$ cat src/rtl/mult_seq.sv
`default_nettype none
// ============================================================================
// Module      : mult_seq
// Description : 32x32 sequential shift-add multiplier, signed (MULT) or
//               unsigned (MULTU). One iteration per falling clock edge,
//               64-bit result presented on {hi,lo} once busy drops.
//               Optional early termination when MULT_SEQ_EARLY_TERM_EN is
//               defined: the run stops as soon as the remaining multiplier
//               bits are all zero. The result is the same either way.
// Revision    : 1.0 - initial release
// ============================================================================
module mult_seq (
    input  logic        clock,
    input  logic        reset,
    input  logic [31:0] a,
    input  logic [31:0] b,
    input  logic        sign,
    input  logic        start,
    output logic [31:0] hi,
    output logic [31:0] lo,
    output logic        busy
);

    localparam logic c_ST_IDLE = 1'b0;
    localparam logic c_ST_RUN  = 1'b1;

    logic        r_state;
    logic        w_next_state;
    logic [63:0] r_acc;
    logic [63:0] r_mcand;
    logic [31:0] r_mplier;
    logic [4:0]  r_cnt;
    logic        r_neg;

    logic        w_accept;
    logic        w_last;
    logic [31:0] w_mag_a;
    logic [31:0] w_mag_b;
    logic        w_neg_in;
    logic [63:0] w_prod;

    // Operand magnitudes; 0x80000000 negates to itself, read as unsigned 2^31
    assign w_mag_a  = (sign && a[31]) ? (~a + 32'd1) : a;
    assign w_mag_b  = (sign && b[31]) ? (~b + 32'd1) : b;
    assign w_neg_in = sign && (a[31] ^ b[31]);

    assign w_accept = (r_state == c_ST_IDLE) && start;

`ifdef MULT_SEQ_EARLY_TERM_EN
    // Stop once the multiplier left after this shift has no set bits
    assign w_last = (r_mplier[31:1] == 31'd0) || (r_cnt == 5'd31);
`else
    assign w_last = (r_cnt == 5'd31);
`endif

    // Negating a zero accumulator yields zero, so no special case is needed
    assign w_prod = r_neg ? (~r_acc + 64'd1) : r_acc;
    assign hi     = w_prod[63:32];
    assign lo     = w_prod[31:0];
    assign busy   = (r_state == c_ST_RUN);

    // State register
    always_ff @(negedge clock or posedge reset) begin
        if (reset) begin
            r_state <= c_ST_IDLE;
        end else begin
            r_state <= w_next_state;
        end
    end

    // Next-state: IDLE->RUN on accepted start, RUN->IDLE on final iteration
    always_comb begin
        w_next_state = r_state;
        case (r_state)
            c_ST_IDLE: if (w_accept) w_next_state = c_ST_RUN;
            c_ST_RUN:  if (w_last)   w_next_state = c_ST_IDLE;
            default:                 w_next_state = c_ST_IDLE;
        endcase
    end

    // Datapath: latch operands on acceptance, then one shift-add per edge
    always_ff @(negedge clock or posedge reset) begin
        if (reset) begin
            r_acc    <= 64'd0;
            r_mcand  <= 64'd0;
            r_mplier <= 32'd0;
            r_cnt    <= 5'd0;
            r_neg    <= 1'b0;
        end else if (w_accept) begin
            r_acc    <= 64'd0;
            r_mcand  <= {32'd0, w_mag_a};
            r_mplier <= w_mag_b;
            r_cnt    <= 5'd0;
            r_neg    <= w_neg_in;
        end else if (r_state == c_ST_RUN) begin
            if (r_mplier[0]) begin
                r_acc <= r_acc + r_mcand;
            end
            r_mcand  <= {r_mcand[62:0], 1'b0};
            r_mplier <= {1'b0, r_mplier[31:1]};
            r_cnt    <= r_cnt + 5'd1;
        end
    end

endmodule
`default_nettype wire

$ cat config.mk
export PLATFORM = sky130hd
export DESIGN_NAME = mult_seq
export DESIGN_NICKNAME = d
export VERILOG_FILES = /design/src/rtl/mult_seq.sv
export SDC_FILE = /design/constraint.sdc
export NUM_CORES = 1
export LEC_CHECK = 0
export ABC_AREA = 1
export CAP_MARGIN = 20
export CORE_MARGIN = 4
export CORE_UTILIZATION = 45
export CTS_BUF_LIST = sky130_fd_sc_hd__clkbuf_4 sky130_fd_sc_hd__clkbuf_8 sky130_fd_sc_hd__clkbuf_16
export CTS_CLUSTER_DIAMETER = 30
export CTS_CLUSTER_SIZE = 24
export DETAILED_ROUTE_END_ITERATION = 12
export PLACE_DENSITY = 0.75
export SYNTH_ARGS = -nofsm -noshare
export SYNTH_HDL_FRONTEND = slang
export SYNTH_SLANG_ARGS = --single-unit
$ cat constraint.sdc
create_clock -name clock -period 8.3 [get_ports clock]
set_clock_uncertainty 0.05 [all_clocks]
set_input_delay 2.49 -clock clock [delete_from_list [all_inputs] [get_ports clock]]
set_output_delay 2.49 -clock clock [all_outputs]
set_load 0.01 [all_outputs]
==> impl_metrics.csv <==
group,metric,value,unit
pwr,combPwrFrac,0.700,
sta,worst_slack,-0.766,ns
routing,drc_errors,0,
yosys,ys_top_cells_by_area,"dfrtn_1 26%, nand2_1 22%, inv_1 12%",
yosys,yosysTopAreaCell,"dfrtn_1",
yosys,yosys_warnings,0,
sta,maxSlewHeadroom,0.540,
die,ioPinCount,133,
die,fp-row-count,68,
setup_path,path_max_fanout,3,
die,die-width,196,um
setup_path,cp-end-kind,"primary output",
routing,wl,62.3,mm
routing,antenna_left,0,
global_routing,grtUsageTotal,0.311,
yosys,yosys.area.top_type_share,0.262,
pwr,p_clk_frac,0.112,
setup_path,cp-start-kind,"flip-flop",
pwr,seqPwrFrac,0.187,
pwr,intPower,0.00395,W
cts,clock_latency,0.42,ns
final_layout,layout_commonest_cell,"nand2_1",
yosys,synth_edf_count,0,
cts,cts.sinks,167,
sta,hold_violations,0,
setup_path,cp.arrival,6.53,ns
cts,clockBufferDepth,2,
pwr,swShare,0.491,
yosys,synth.cell_area,15900,sq um
sta,setup_violations,61,
yosys,synth_cells,2708,
placed_design,io_buffers,132,
routing,firstDrtPassIters,6,
placed_design,dp_hpwl,49.7,mm
cts,cts_buffers,17,
die,core,34700,sq um
die,dieArea,38500,sq um
min_path,min_from,"r_cnt[3]$_DFFE_NP0P_",
yosys,ys.flop_type,"dfrtn_1",
setup_path,critPathRequiredTime,5.76,ns
global_routing,first_global_vias,18400,
yosys,syn_nets,2845,
yosys,ys_ff_latch,167,
pwr,powerDensity,350,nW/um^2
routing,wire_per_inst,17.0,um
routing,num_vias,19200,
flow_run,drv_cap,0,
run_status,run_status,"complete, but fails checks",
die,initial_utilization,0.459,
placed_design,globalplace.congestion,0.983,
sta,worst_slew_pin_slew,0.689,ns
cts,cts_hold_buf,0,
final_layout,area_growth,38.9,%
global_routing,grt_pass1_wl,95.3,mm
cts,cts_tree,"done",
final_layout,layout-drive-gt1-share,0.218,
global_routing,grt_antenna_before_repair,2,
placed_design,preCtsSetupSlack,-0.685,ns
yosys,synth_cell_types,47,
sta,hold_ws,0.390,ns
final_layout,antenna_cells,0,
cts,clk_pin_slew,0.05,ns
setup_path,rr_startpoint,"r_acc[11]$_DFFE_NP0P_",
global_routing,grt_max_degree,63,
cts,cts_max_level,4,
routing,viasPerCell,5.23,
setup_path,r2r_slack,5.31,ns
run_status,violations,"negative setup slack",
min_path,hold_class,"reg -> reg",
global_routing,grt_remaining_overflow,0,
sta,rsz0062_at_grt,"true",
sta,setup_tns,-34.62,ns
sta,finalMaxSlewViolations,0,
final_layout,layout_common_cells,"880 x nand2_1, 490 x inv_1, 344 x buf_4, 196 x nor2_1, 172 x nand3_1",
setup_path,critical_path_class,"reg -> out",
yosys,syn_area_per_cell,5.89,sq um
routing,drt-initial-drc-count,1635,
pwr,ir_worst_vdd,0.000308,V
cts,cts_root_buffer,"clkbuf_16",
setup_path,critPathLaunch,"r_acc[0]$_DFFE_NP0P_",
die,die_y,196,um
yosys,seq_area_frac_synth,0.262,
final_layout,final_nets,3335,
pwr,power_switching,0.00381,W
pwr,p_leak,12.0,nW
yosys,async_reset_ff_frac,1.00,
worst max-delay path, cell delays in order (launching register included):
cell and delay (ns):
dfrtn_1 0.36, inv_2 0.11, ha_4 0.17, nand3_4 0.08, nor2_4 0.13, nand2_4 0.08
buf_4 0.14, buf_6 0.11, nor2_4 0.08, nand4_1 0.14, nor3_2 0.23, nor2_1 0.06
nand2_1 0.07, nand2_2 0.07, buf_6 0.12
routing by layer:
metal	vias up	part of all wire	track usage
met2	796	0.44	0.492
met4	0	0.037	0.114
met1	8739	0.44	0.436
met5	-	0	0
met3	141	0.080	0.0419
li1	9508	-	-
registers in the layout, summed over array words and instances (netlist names):
name      flops
r_acc        64
r_mcand      64
r_mplier     32
r_cnt         5
busy          1
r_neg         1
power by group through the flow:
| stage | clock network [W] | registers (W) | logic, W |
|---|---|---|---|
| 2_1_floorplan | 0 | 0.00138 | 0.00261 |
| 6_report | 0.000872 | 0.00145 | 0.00543 |
| 4_1_cts | 0.000888 | 0.00144 | 0.00510 |
| 3_5_place_dp | 0 | 0.00144 | 0.00492 |
| 3_3_place_gp | 0 | 0.00142 | 0.00486 |
| 5_1_grt | 0.000920 | 0.00149 | 0.00590 |
cell usage after synthesis (40+ instances only):
cell type,count
inv_1,515
nor3_1,41
a22oi_1,53
nor2_1,246
xor2_1,59
nand3_1,186
clkbuf_1,44
ha_1,68
o21ai_0,121
nand2_1,920
dfrtn_1,167
o22ai_1,40
a21oi_1,93
final timing paths:
check / to / cells past startpoint
setup reg to reg: r_acc[53]$_DFFE_NP0P_ / 15
setup / recovery: lo[26] / 14
min in group asynchronous: r_mplier[30]$_DFFE_NP0P_ / 2
max in group asynchronous: r_mcand[28]$_DFFE_NP0P_ / 3
hold / removal: r_cnt[3]$_DFFE_NP0P_ / 1
hold reg to reg: r_cnt[3]$_DFFE_NP0P_ / 1
per-stage QoR:
stage | area [sq um] | std cells | power (W) | util
6_report | 22100 | 3666 | 0.00776 | 0.638
4_1_cts | 21600 | 3645 | 0.00742 | 0.623
2_1_floorplan | 16000 | 2708 | 0.00399 | -
5_1_grt | 22100 | 3666 | 0.00831 | 0.638
3_5_place_dp | 20300 | 3571 | 0.00636 | 0.586
3_3_place_gp | 20300 | 3571 | 0.00627 | 0.586
repair_timing:
| action | CTS | global route |
|---|---|---|
| endpoints found under the setup margin | 64 | 82 |
| gates resized for setup | 402 | 136 |
| hold endpoints to repair | 0 | 0 |
| cloned | 1 | 0 |
| pin swaps | 89 | 87 |
| setup buffers | 42 | 25 |
cell families after synthesis:
kind of cell	count (synthesis)	synth area share
XOR/XNOR	62	0.0341
buffers and inverters	583	0.138
flip-flops	167	0.262
AND/OR/NAND/NOR	1469	0.380
adder cells (fa/ha/maj)	69	0.0546
AO/OA/AOI/OAI	358	0.131
area by class of cell:
cell class	count	area (sq um)
repair buffers	530	4380
fillers	3250	12600
clock inverters	10	165
inverters	524	1980
flip-flops and latches	167	4180
multi-input cells	1958	10400
well taps	455	569
clock buffers	22	475
Power figures use the tool's default switching activity.
